[config.mk]
export PLATFORM = sky130hd
export DESIGN_NAME = uart_cipher_bridge
export DESIGN_NICKNAME = d
export VERILOG_FILES = /design/src/rtl/uart_cipher_bridge.sv
export SDC_FILE = /design/constraint.sdc
export NUM_CORES = 1
export LEC_CHECK = 0
export CAP_MARGIN = 20
export CORE_ASPECT_RATIO = 0.6
export CORE_MARGIN = 2
export CORE_UTILIZATION = 61
export DETAILED_ROUTE_END_ITERATION = 12
export GPL_ROUTABILITY_DRIVEN = 0
export PLACE_DENSITY = 0.81
export RECOVER_POWER = 25
export SYNTH_ARGS = -nofsm -noshare
export SYNTH_HDL_FRONTEND = slang
export SYNTH_SLANG_ARGS = --single-unit
export TNS_END_PERCENT = 10
[constraint.sdc]
create_clock -name clk -period 6.5 [get_ports clk]
set_clock_uncertainty 0.2 [all_clocks]
set_input_delay 0.65 -clock clk [delete_from_list [all_inputs] [get_ports clk]]
set_output_delay 0.65 -clock clk [all_outputs]
set_load 0.02 [all_outputs]
[src/rtl/uart_cipher_bridge.sv]
// Rolling-key XOR/additive byte cipher between the key/data UART receivers
// and the UART transmitter, with an output FIFO and a start/busy TX handshake.
module uart_cipher_bridge #(
    parameter int KEY_LEN    = 4,
    parameter int FIFO_DEPTH = 8
) (
    input  logic                          clk,
    input  logic                          rst,
    input  logic                          rx_valid,
    input  logic [7:0]                    rx_data,
    input  logic                          key_valid,
    input  logic [7:0]                    key_data,
    input  logic                          mode,
    input  logic                          decrypt,
    input  logic                          tx_busy,
    output logic                          tx_start,
    output logic [7:0]                    tx_data,
    output logic                          key_ready,
    output logic [$clog2(FIFO_DEPTH):0]   fifo_count,
    output logic                          overflow,
    output logic                          key_err,
    output logic                          active,
    output logic [7:0]                    disp_plain,
    output logic [7:0]                    disp_cipher
);
    localparam int KIW = (KEY_LEN > 1) ? $clog2(KEY_LEN) : 1;
    localparam int KCW = $clog2(KEY_LEN + 1);
    localparam int AW  = $clog2(FIFO_DEPTH);
    localparam int CW  = AW + 1;

    localparam logic [KCW-1:0] KFULL    = KCW'(KEY_LEN);
    localparam logic [KIW-1:0] KLAST    = KIW'(KEY_LEN - 1);
    localparam logic [CW-1:0]  FULL_CNT = CW'(FIFO_DEPTH);

    typedef enum logic [1:0] {IDLE, LAUNCH, WAIT_HI, WAIT_LO} state_t;

    state_t          state_q, state_d;
    logic [7:0]      key_mem_q [KEY_LEN];
    logic [7:0]      fifo_q [FIFO_DEPTH];
    logic [KCW-1:0]  kcnt_q, kcnt_d;
    logic [KIW-1:0]  kidx_q, kidx_d;
    logic            key_ready_q;
    logic [AW-1:0]   wr_ptr_q, rd_ptr_q;
    logic [CW-1:0]   fifo_count_q;
    logic            tx_start_q, overflow_q, key_err_q;
    logic [7:0]      tx_data_q, disp_plain_q, disp_cipher_q;

    logic            fifo_full, fifo_empty, accept, pop;
    logic [7:0]      k, c;

    assign fifo_full  = (fifo_count_q == FULL_CNT);
    assign fifo_empty = (fifo_count_q == '0);
    assign accept     = rx_valid && key_ready_q && !key_valid && !fifo_full;
    assign k          = key_mem_q[kidx_q];

    always_comb begin
        c = rx_data ^ k;
        if (mode) begin
            c = decrypt ? (rx_data - k) : (rx_data + k);
        end
    end

    // A key byte arriving on a complete key starts a fresh key at slot 0.
    always_comb begin
        kcnt_d = kcnt_q;
        kidx_d = kidx_q;
        if (key_valid) begin
            if (key_ready_q) begin
                kcnt_d = KCW'(1);
                kidx_d = '0;
            end else begin
                kcnt_d = kcnt_q + 1'b1;
            end
        end else if (accept) begin
            kidx_d = (kidx_q == KLAST) ? '0 : kidx_q + 1'b1;
        end
    end

    always_comb begin
        state_d = state_q;
        pop     = 1'b0;
        case (state_q)
            IDLE: begin
                if (!fifo_empty && !tx_busy) begin
                    pop     = 1'b1;
                    state_d = LAUNCH;
                end
            end
            LAUNCH:  state_d = WAIT_HI;
            WAIT_HI: if (tx_busy) state_d = WAIT_LO;
            WAIT_LO: if (!tx_busy) state_d = IDLE;
            default: state_d = IDLE;
        endcase
    end

    always_ff @(posedge clk) begin
        if (key_valid) begin
            key_mem_q[key_ready_q ? KIW'(0) : KIW'(kcnt_q)] <= key_data;
        end
        if (accept) begin
            fifo_q[wr_ptr_q] <= c;
        end
    end

    always_ff @(posedge clk) begin
        if (rst) begin
            state_q       <= IDLE;
            kcnt_q        <= '0;
            kidx_q        <= '0;
            key_ready_q   <= 1'b0;
            wr_ptr_q      <= '0;
            rd_ptr_q      <= '0;
            fifo_count_q  <= '0;
            tx_start_q    <= 1'b0;
            tx_data_q     <= '0;
            overflow_q    <= 1'b0;
            key_err_q     <= 1'b0;
            disp_plain_q  <= '0;
            disp_cipher_q <= '0;
        end else begin
            state_q      <= state_d;
            kcnt_q       <= kcnt_d;
            kidx_q       <= kidx_d;
            key_ready_q  <= (kcnt_d == KFULL);
            tx_start_q   <= (state_d == LAUNCH);
            fifo_count_q <= fifo_count_q + CW'(accept) - CW'(pop);
            if (accept) begin
                wr_ptr_q      <= wr_ptr_q + 1'b1;
                disp_plain_q  <= rx_data;
                disp_cipher_q <= c;
            end
            if (pop) begin
                rd_ptr_q  <= rd_ptr_q + 1'b1;
                tx_data_q <= fifo_q[rd_ptr_q];
            end
            if (rx_valid && (!key_ready_q || key_valid)) begin
                key_err_q <= 1'b1;
            end
            if (rx_valid && key_ready_q && !key_valid && fifo_full) begin
                overflow_q <= 1'b1;
            end
        end
    end

    assign tx_start    = tx_start_q;
    assign tx_data     = tx_data_q;
    assign key_ready   = key_ready_q;
    assign fifo_count  = fifo_count_q;
    assign overflow    = overflow_q;
    assign key_err     = key_err_q;
    assign disp_plain  = disp_plain_q;
    assign disp_cipher = disp_cipher_q;
    assign active      = !fifo_empty || (state_q != IDLE);

endmodule

# After elaboration in Yosys (flattened, before gate mapping)
# Memory sizes are Yosys's and may differ from the RTL's. A register that Yosys moved wholly into a read port is not among the register bits.
# Cells that the tools add are included.
# Widths: inputs -> output; s select.
[totals]
ff_bits = 37
ram_bits = 96
input_bits = 23
output_inout_bits = 33
wordCells = 70
memories = 2
[memory_table]
columns = ["memory", "words", "word_bits", "read_ports", "rd_clocked_by_memory_dff", "write_ports", "line_no", "rtl"]
rows = [
  ["fifo_q", 8, 8, 1, 1, 1, "39", "logic [7:0] fifo_q [FIFO_DEPTH];"],
  ["key_mem_q", 4, 8, 1, 1, 1, "38", "logic [7:0] key_mem_q [KEY_LEN];"],
]
[op_classes]
n_addsub = 8
n_eq_ne = 8
muxes = 21
n_bitwise = 1
reduce_logical = 18
[ops]
columns = ["op", "count"]
rows = [
  ["$mux 2", 10],
  ["$mux 8", 2],
  ["$add 3x1->3 const B", 3],
  ["$add 8x8->8", 1],
  ["$pmux 2 s4", 1],
  ["$sub 8x8->8", 1],
  ["$xor 8x8->8", 1],
  ["$eq 2x2->1 const B", 3],
  ["$logic_and 1x1->1", 6],
  ["$mux 1", 6],
  ["$mux 3", 2],
  ["$logic_not 1->1", 5],
  ["$add 4x1->4", 1],
  ["$eq 2x1->1 const B", 2],
  ["$eq 4x4->1 const B", 1],
  ["$logic_not 4->1", 1],
  ["$reduce_bool 2->1", 2],
  ["$sub 4x1->4", 1],
  ["$eq 3x3->1 const B", 1],
  ["$add 2x1->2 const B", 1],
  ["$logic_not 2->1", 1],
  ["$logic_or 1x1->1", 2],
  ["$ne 2x1->1 const B", 1],
  ["$reduce_and 2->1", 1],
]

# Depth between registers and ports, before layout
# Gate-level depths: netlist of run 1.
[depth]
word_depth = 7
ltp_mapped = 14
depth_no_buf = 13

# Worst setup path after synthesis of run 1
# No wires, ideal clock.
[synth_timing]
kind = "flip-flop to flip-flop"
startpoint = "register with a tool-made name"
endpoint = "memory fifo_q[0][7], data pin"
setup_ns = 0.231
arrival_time_ns = 2.967
required_time_ns = 6.069
path_slack_ns = 3.102
path_stages_with_launch = 15
path_buffers = 1
period_less_slack_ns = 3.398
path_cell_list = "dfxtp_1 -> buf_6 -> mux4_1 -> inv_1 -> ha_1 -> nor4b_1 -> nor2_1 -> xnor2_1 -> ha_1 -> a21oi_1 -> o21ai_0 -> a21oi_1 -> xnor2_2 -> nor2_1 -> xnor2_1"
[synth_lines]
columns = ["element", "line_no"]
rows = [
  ["to (decl)", "39"],
]

==> results_dict.tcl, run 1 <==
set metrics [dict create \
    outcome "finished, violations left" \
    failed_checks "capacitance limit, slew limit" \
    worst-path-buf-inv 1 \
    stdcell_count 645 \
    mostFrequentLayoutCells "edfxtp_1 (96), dfxtp_1 (47), nor2_1 (45)" \
    synth_nets 476 \
    start_kind "register" \
    cpMaxStageDelayCell "mux4_1" \
    crit_family "multiplexers" \
    nNetsFinal 540 \
    drc_errors 0 \
    fillCellCount 607 \
    grt_busiest_layer "met2" \
    power.share.clock_pct 39.0 \
    tightest_slew_ns 2.17 \
    drt-vias-per-instance 5.90 \
    root_buffer "clkbuf_16" \
    globalRouteTotalUtil_pct 26.2 \
    post_cts_buffers 0 \
    antenna_cells 0 \
    yosys_most_used_dff "edfxtp_1" \
    arrival_ns 4.09 \
    power.switching_uw 694 \
    relSlewSlack_pct -44.9 \
    die_width_um 132 \
    syn-cell-area_um2 6010 \
    yosysSeqAreaShare_pct 63.6 \
    tns_ns 0 \
    start_util_pct 62.0 \
    num_vias 3807 \
    synth_cell_types 46 \
    grt_max_degree 48 \
    fp.dieH_um 80.9 \
    min_period_ns 4.14 \
    worstPathCellList "mux4_1, inv_1, ha_1, mux2i_1, ha_1, a21o_1, a21o_1, a21oi_1, xnor2_2, nor2_1, xnor2_1" \
    clock-sinks 143 \
    postCtsHoldBufs 0 \
    cp.depth 11 \
    rsz0062_at_grt "false" \
    required_ns 6.45 \
    placed_area_um2 6710 \
    power_frac_comb_pct 20.0 \
    cpPeakStageDelay_ns 0.71 \
    r2r_cells 11 \
    final_area_um2 7350 \
    grt_util_met1_pct 34.7 \
    num_rows 28 \
    hold_viol_final 0 \
    crit_type "reg2reg" \
    finalMaxSlewViolations 48 \
    p_per_area_nw_per_um2 358 \
    syn_area_per_cell_um2 13.9 \
    htreeDepth 4 \
    clock_latency_ns 0.42 \
    total_power_mw 2.63 \
    fmax_ghz 0.241 \
    layout-drive-gt1-share_pct 13.1 \
    final_util_pct 75.7 \
    ios 56 \
    p_leak_nw 2.54 \
    dp_cells 612 \
    timing.hold.ws_ns 0.284 \
    switching_share_pct 26.4 \
    drt_first_pass_iters 5 \
    drt-total-wl_um 13100 \
    postCtsResizedCells 0 \
    overflow 0 \
    setup_viol 0 \
    synthCells 433 \
    io_buffers 55 \
    max_cap_violations 1 \
    yosysWarningCount 0 \
    grt_pass1_wl_um 20400 \
    min-delay-path-class "reg2reg" \
    ys_seq_elements 143 \
    endpoint_kind "register" \
    use_met3_pct 8.55 \
    internal_power_mw 1.93 \
    gr-usage-met2_pct 41.5 \
    cts_made_buffers 17 \
    cp_max_fo 8 \
    final_common_cell "edfxtp_1" \
    first_iter_violations 382 \
    period_share_pct 63.7 \
    min_path_cells 2 \
    async_reset_ff_share_pct 0 \
    coreArea_um2 9700 \
    dp_slack_ns 2.31 \
    syn_to_final_growth_pct 22.2 \
    cts_tree "yes" \
    antenna_found_initial 0 \
    seqPwrFrac_pct 41.0 \
    dieArea_um2 10700 \
    clk_pin_slew_ns 0.06 \
    avgRoutedWirePerCell_um 20.3 \
    setup_ws_ns 2.36 \
    hpwl_um 8580 \
    synth_edf_count 96 \
    peakVddDrop_mv 0.232 \
    ant_nets 0 \
    cts_buffer_depth 2 \
    grt_pass1_vias 3771 \
]
[cell usage after synthesis (all sizes together) (9+ instances only)]
| master | number | share of area [%] |
|---|---|---|
| nand2 | 43 | 2.7 |
| a21oi | 28 | 2.3 |
| buf | 9 | 0.73 |
| inv | 17 | 1.1 |
| edfxtp | 96 | 48 |
| nor2 | 45 | 2.8 |
| clkbuf | 11 | 0.71 |
| dfxtp | 47 | 16 |
| a211oi | 10 | 1.2 |
| mux2i | 10 | 1.7 |
| ha | 18 | 3.7 |
| xor2 | 11 | 1.6 |
| mux4 | 24 | 9.2 |
| xnor2 | 14 | 2.2 |
[power groups by stage]
stage / Sequential (mW) / Combinational [mW] / Clock (mW)
after floorplan: 1.12 / 0.320 / 0
after global placement: 1.09 / 0.497 / 0
after detailed placement: 1.10 / 0.520 / 0
after CTS: 1.08 / 0.533 / 1.03
after global routing: 1.09 / 0.573 / 1.07
final: 1.08 / 0.526 / 1.02
[flip-flops by register name (all words and copies together) (netlist names), 4 cells and up, named ones only]
signal       flops
fifo_q          64
key_mem_q       32
disp_cipher      8
disp_plain       8
tx_data          8
fifo_count       4
[worst reg2reg max path, cell delays in order, from the launching register on]
cell and delay [ns]:
dfxtp_1 0.65, mux4_1 0.72, inv_1 0.09, ha_1 0.22
mux2i_1 0.31, ha_1 0.31, a21o_1 0.18, a21o_1 0.23
a21oi_1 0.23, xnor2_2 0.16, nor2_1 0.08, xnor2_1 0.48
[metal layers]
metal  up-vias  part of all wire [%]
met3        18                   7.4
met2       156                    47
met4         0                   1.5
met5         -                     0
li1       1726                     -
met1      1907                    44
[cell type report]
class                           instances  area, µm²  area share, %
Timing Repair Buffer                   65        616           8.38
Multi-Input combinational cell        253       2040           27.8
Sequential cell                       143       3820           52.1
Clock inverter                         13        186           2.54
Clock buffer                           19        443           6.03
Tap cell                              135        169           2.30
Inverter                               17       63.8          0.869
[final timing paths]
kind / to / startpoint / slack, ns
min reg2reg: disp_plain[6]$_SDFFE_PP0P_ / disp_plain[6]$_SDFFE_PP0P_ / 0.28
min: disp_plain[6]$_SDFFE_PP0P_ / disp_plain[6]$_SDFFE_PP0P_ / 0.28
max reg2reg: fifo_q[6][7]$_DFFE_PP_ / register / 2.36
max: fifo_q[6][7]$_DFFE_PP_ / register / 2.36
[logic make-up (layout without fill, tap and decap cells)]
| kind of cell | after synthesis | in the layout | share of synthesized area (%) |
|---|---|---|---|
| adders and majority gates | 20 | 20 | 4.41 |
| buffers and inverters | 37 | 114 | 2.50 |
| and+or+nand+nor | 114 | 114 | 8.43 |
| muxes | 34 | 34 | 10.9 |
| AOI/OAI and AO/OA | 60 | 60 | 6.39 |
| DFF | 143 | 143 | 63.6 |
| xor gates and xnor gates | 25 | 25 | 3.77 |
(Power assumes the default switching activity.)
==> run 2: changes to the inputs <==
--- a/config.mk
+++ b/config.mk
@@ -8,10 +8,10 @@
 export CAP_MARGIN = 20
 export CORE_ASPECT_RATIO = 0.6
 export CORE_MARGIN = 2
-export CORE_UTILIZATION = 61
+export CORE_UTILIZATION = 57
 export DETAILED_ROUTE_END_ITERATION = 12
 export GPL_ROUTABILITY_DRIVEN = 0
-export PLACE_DENSITY = 0.81
+export PLACE_DENSITY = 0.76
 export RECOVER_POWER = 25
 export SYNTH_ARGS = -nofsm -noshare
 export SYNTH_HDL_FRONTEND = slang
==> constraint.sdc (replaced) <==
create_clock -name clk -period 4.1 [get_ports clk]
set_clock_uncertainty 0.2 [all_clocks]
set_input_delay 0.41 -clock clk [delete_from_list [all_inputs] [get_ports clk]]
set_output_delay 0.41 -clock clk [all_outputs]
set_load 0.02 [all_outputs]
==> run 2 against run 1 <==
  * Die area increased by 6.7%
  * Sequential share of layout area decreased by 0.30 points
  * Critical endpoint is now fifo_q[2][7]$_DFFE_PP_
  * The run still ends with capacitance limit, slew limit left
  * Power increased by 56%
  * Worst hold slack got worse by 0.033 ns
  * Largest cell class unchanged
  * Non-clock buffer count increased by 8
  * Wire length increased by 3.1%
==> results_dict.tcl, run 2 (synthesis gave the netlist of run 1 again) <==
set metrics [dict create \
    nNetsFinal 548 \
    fmax_ghz 0.258 \
    clock-sinks 143 \
    drt-total-wl_um 13500 \
    postCtsHoldBufs 0 \
    io_buffers 55 \
    first_iter_violations 309 \
    antenna_found_initial 0 \
    endpoint_kind "register" \
    clock_latency_ns 0.41 \
    p_leak_nw 2.61 \
    min_period_ns 3.88 \
    overflow 0 \
    period_share_pct 94.5 \
    arrival_ns 3.83 \
    peakVddDrop_mv 0.334 \
    tns_ns 0 \
    die_width_um 137 \
    syn_to_final_growth_pct 22.9 \
    final_util_pct 73.5 \
    fillCellCount 615 \
    cts_tree "yes" \
    cts_made_buffers 17 \
    mostFrequentLayoutCells "edfxtp_1 (96), dfxtp_1 (46), nor2_1 (45)" \
    grt_pass1_vias 3838 \
    num_vias 3857 \
    num_rows 28 \
    final_common_cell "edfxtp_1" \
    setup_ws_ns 0.225 \
    crit_type "reg2reg" \
    ios 56 \
    reg_top3 "fifo_q x64, key_mem_q x32" \
    rsz0062_at_grt "false" \
    largest_reg_flops 64 \
    max_cap_violations 1 \
    drc_errors 0 \
    start_kind "register" \
    finalMaxSlewViolations 48 \
    grt_max_degree 48 \
    required_ns 4.06 \
    cts_buffer_depth 2 \
    antenna_cells 0 \
    relSlewSlack_pct -46.4 \
    hold_viol_final 0 \
    avgRoutedWirePerCell_um 20.6 \
    root_buffer "clkbuf_16" \
    hpwl_um 8970 \
    htreeDepth 4 \
    start_util_pct 59.8 \
    dieArea_um2 11400 \
    clk_pin_slew_ns 0.05 \
    drt_first_pass_iters 5 \
    top_register "fifo_q" \
    post_cts_buffers 0 \
    tightest_slew_ns 2.20 \
    drt-vias-per-instance 5.91 \
    dp_slack_ns 0.196 \
    setup_viol 0 \
    min-delay-path-class "reg2reg" \
    p_per_area_nw_per_um2 555 \
    fp.dieH_um 83.6 \
    failed_checks "capacitance limit, slew limit" \
    grt_pass1_wl_um 21000 \
    layout-drive-gt1-share_pct 13.9 \
    outcome "finished, violations left" \
    total_power_mw 4.10 \
    ant_nets 0 \
    cp_max_fo 8 \
    coreArea_um2 10100 \
    globalRouteTotalUtil_pct 25.4 \
]
## run 2: final cells by class
cell class	count	area (µm²)	share of cell area [%]
clock inverters	7	73.8	0.999
inverters	17	63.8	0.863
clock buffers	25	519	7.03
flip-flops and latches	143	3820	51.8
repair buffers	73	696	9.41
well taps	135	169	2.29
multi-input cells	253	2040	27.7
## run 2: final timing paths
check	from	to	slack (ns)	cells after the start
setup / recovery	register	fifo_q[2][7]$_DFFE_PP_	0.22	14
hold reg to reg	disp_plain[5]$_SDFFE_PP0P_	disp_plain[5]$_SDFFE_PP0P_	0.25	2
hold / removal	disp_plain[5]$_SDFFE_PP0P_	disp_plain[5]$_SDFFE_PP0P_	0.25	2
setup reg to reg	register	fifo_q[2][7]$_DFFE_PP_	0.22	14
## run 2: routing by layer
metal | vias to the layer above | track usage, % | wire length (µm)
met5 | - | 0 | 0
met4 | 0 | 8.81 | 178
met3 | 16 | 6.86 | 1030
met2 | 164 | 37.4 | 6180
met1 | 1935 | 36.7 | 6080
li1 | 1742 | - | -
## run 2: through the flow
step / instance area (µm²) / std cells / hold slack (ns)
detailed placement: 6800 / 621 / 0.249
global placement: 6770 / 620 / 0.241
CTS: 7390 / 653 / 0.258
finish: 7390 / 653 / 0.252
global route: 7390 / 653 / 0.283
floorplan: 6010 / 433 / 0.266
## run 2: what timing repair did
item	4_1_cts	5_1_grt
setup endpoints to repair	0	24
endpoints found under the hold margin	0	0
gates resized for setup	0	1
## run 2: power breakdown
| group | switching [mW] | internal, mW |
|---|---|---|
| sequential | 0.0720 | 1.65 |
| combinational | 0.437 | 0.408 |
| clock | 0.585 | 0.947 |
## run 2: worst max-delay path: stages (launching register included)
cell and delay (ns):
dfxtp_2 0.46, mux4_1 0.68, inv_1 0.11, ha_1 0.23, nor4b_1 0.37, nor2_1 0.12, xnor2_1 0.14, ha_1 0.33
a21oi_1 0.16, o21ai_0 0.10, a21oi_1 0.22, xnor2_2 0.15, nor2_1 0.07, xnor2_1 0.12, buf_4 0.17
==> run 3: changes to the inputs <==
--- a/config.mk
+++ b/config.mk
@@ -9,6 +9,7 @@
 export CORE_ASPECT_RATIO = 0.6
 export CORE_MARGIN = 2
 export CORE_UTILIZATION = 57
+export CTS_BUF_LIST = sky130_fd_sc_hd__clkbuf_16
 export DETAILED_ROUTE_END_ITERATION = 12
 export GPL_ROUTABILITY_DRIVEN = 0
 export PLACE_DENSITY = 0.76
==> run 3 against run 2 <==
  * The run still ends with capacitance limit, slew limit left
  * Utilization is the same
  * Power shrank 0.35%
  * Largest cell class unchanged
  * Sequential cell count is the same
  * Critical path depth is the same
  * Final cell count is the same
==> results_dict.tcl, run 3 (synthesis gave the netlist of run 1 again) <==
set metrics [dict create \
    outcome "finished, violations left" \
    failed_checks "capacitance limit, slew limit" \
    dp_slack_ns 0.196 \
    grt_pass1_vias 3838 \
    setup_ws_ns 0.235 \
    root_buffer "clkbuf_16" \
    placed_area_um2 6800 \
    start_util_pct 59.8 \
    final_area_um2 7390 \
    antenna_found_initial 0 \
    seqPwrFrac_pct 42.2 \
    htreeDepth 4 \
    drc_errors 0 \
    max_cap_violations 1 \
    clk_pin_slew_ns 0.05 \
    globalRouteTotalUtil_pct 25.4 \
    switching_share_pct 26.7 \
    p_leak_nw 2.63 \
    ios 56 \
    fp.dieH_um 83.6 \
    clock-sinks 143 \
    peakVddDrop_mv 0.326 \
    grt_pass1_wl_um 21000 \
    grt_max_degree 48 \
    final_common_cell "edfxtp_1" \
    num_vias 3856 \
    reg_top3 "fifo_q x64, key_mem_q x32" \
    power.switching_mw 1.09 \
    num_rows 28 \
    r2r_cells 14 \
    arrival_ns 3.82 \
    stdcell_count 653 \
    timing.hold.ws_ns 0.252 \
    start_kind "register" \
    top_register "fifo_q" \
    endpoint_kind "register" \
    layout-drive-gt1-share_pct 13.9 \
    die_width_um 137 \
    post_cts_buffers 0 \
    mostFrequentLayoutCells "edfxtp_1 (96), dfxtp_1 (46), nor2_1 (45)" \
    hold_viol_final 0 \
    fillCellCount 615 \
    cts_buffer_depth 2 \
    syn_to_final_growth_pct 22.9 \
    dieArea_um2 11400 \
    setup_viol 0 \
    drt-total-wl_um 13500 \
    hpwl_um 8970 \
    tightest_slew_ns 2.16 \
    reg2reg_slack_ns 0.24 \
    first_iter_violations 308 \
    seq_area_um2 3820 \
    cts_tree "yes" \
    antenna_cells 0 \
    nNetsFinal 548 \
    required_ns 4.06 \
    endpoint "fifo_q[2][7]$_DFFE_PP_" \
    ant_nets 0 \
    cts_made_buffers 17 \
    clock_latency_ns 0.42 \
    multiInputGateArea_um2 2040 \
    fmax_ghz 0.259 \
    power_frac_comb_pct 20.7 \
    drt-vias-per-instance 5.91 \
    internal_power_mw 3.00 \
    min_period_ns 3.86 \
    finalMaxSlewViolations 48 \
    period_share_pct 94.3 \
    crit_type "reg2reg" \
    largest_reg_flops 64 \
    drt_first_pass_iters 5 \
    avgRoutedWirePerCell_um 20.7 \
    coreArea_um2 10100 \
    relSlewSlack_pct -43.9 \
    dp_cells 621 \
    io_buffers 55 \
    p_per_area_nw_per_um2 553 \
    r2r-end "fifo_q[2][7]$_DFFE_PP_" \
    cp_max_fo 8 \
    min_path_cells 2 \
    power.share.clock_pct 37.1 \
    overflow 0 \
    rsz0062_at_grt "false" \
    min-delay-path-class "reg2reg" \
    tns_ns 0 \
]
==> run 3: stage by stage <==
step	utilization [%]	total power, mW
floorplan	-	2.29
global placement	67.4	2.54
detailed placement	67.6	2.61
CTS	73.5	4.11
global route	73.5	4.26
finish	73.5	4.09
==> run 3: final cells by class <==
cell class	count	area share (%)
Timing Repair Buffer	73	9.41
Sequential cell	143	51.8
Tap cell	135	2.29
Multi-Input combinational cell	253	27.7
Inverter	17	0.863
Clock inverter	12	1.25
Clock buffer	20	6.77
==> run 3: worst min path at each step <==
stage	endpoint	startpoint	slack (ns)
after detailed placement	disp_cipher[1]$_SDFFE_PP0P_	disp_cipher[1]$_SDFFE_PP0P_	0.25
after CTS	disp_plain[5]$_SDFFE_PP0P_	disp_plain[5]$_SDFFE_PP0P_	0.26
final	disp_plain[5]$_SDFFE_PP0P_	disp_plain[5]$_SDFFE_PP0P_	0.25
after global placement	disp_plain[3]$_SDFFE_PP0P_	disp_plain[3]$_SDFFE_PP0P_	0.24
after floorplan	register	kidx_q[1]$_SDFFE_PP0P_	0.27
after global routing	disp_cipher[4]$_SDFFE_PP0P_	disp_cipher[4]$_SDFFE_PP0P_	0.28
==> run 3: critical path, cell delays in order, from the launching register on <==
cell and delay, ns:
dfxtp_2 0.46, mux4_1 0.68, inv_1 0.11, ha_1 0.22, nor4b_1 0.37, nor2_1 0.12, xnor2_1 0.14, ha_1 0.33
a21oi_1 0.16, o21ai_0 0.10, a21oi_1 0.21, xnor2_2 0.15, nor2_1 0.07, xnor2_1 0.12, buf_4 0.17
==> run 3: routing by layer <==
metal	vias up	track usage (%)	routed length (µm)
li1	1741	-	-
met1	1929	36.7	6190
met2	167	37.4	6150
met3	19	6.86	950
met4	0	8.81	192
met5	-	0	0
==> run 3: power by group through the flow <==
stage	logic, mW	clock network [mW]	registers (mW)
2_1_floorplan	0.508	0	1.78
3_3_place_gp	0.762	0	1.78
3_5_place_dp	0.851	0	1.76
4_1_cts	0.859	1.53	1.73
5_1_grt	0.934	1.58	1.74
6_report	0.845	1.52	1.72
==> run 3: repair_timing <==
action,4_1_cts,5_1_grt
endpoints found under the setup margin,0,24
hold buffers,0,0
gates resized for setup,0,1
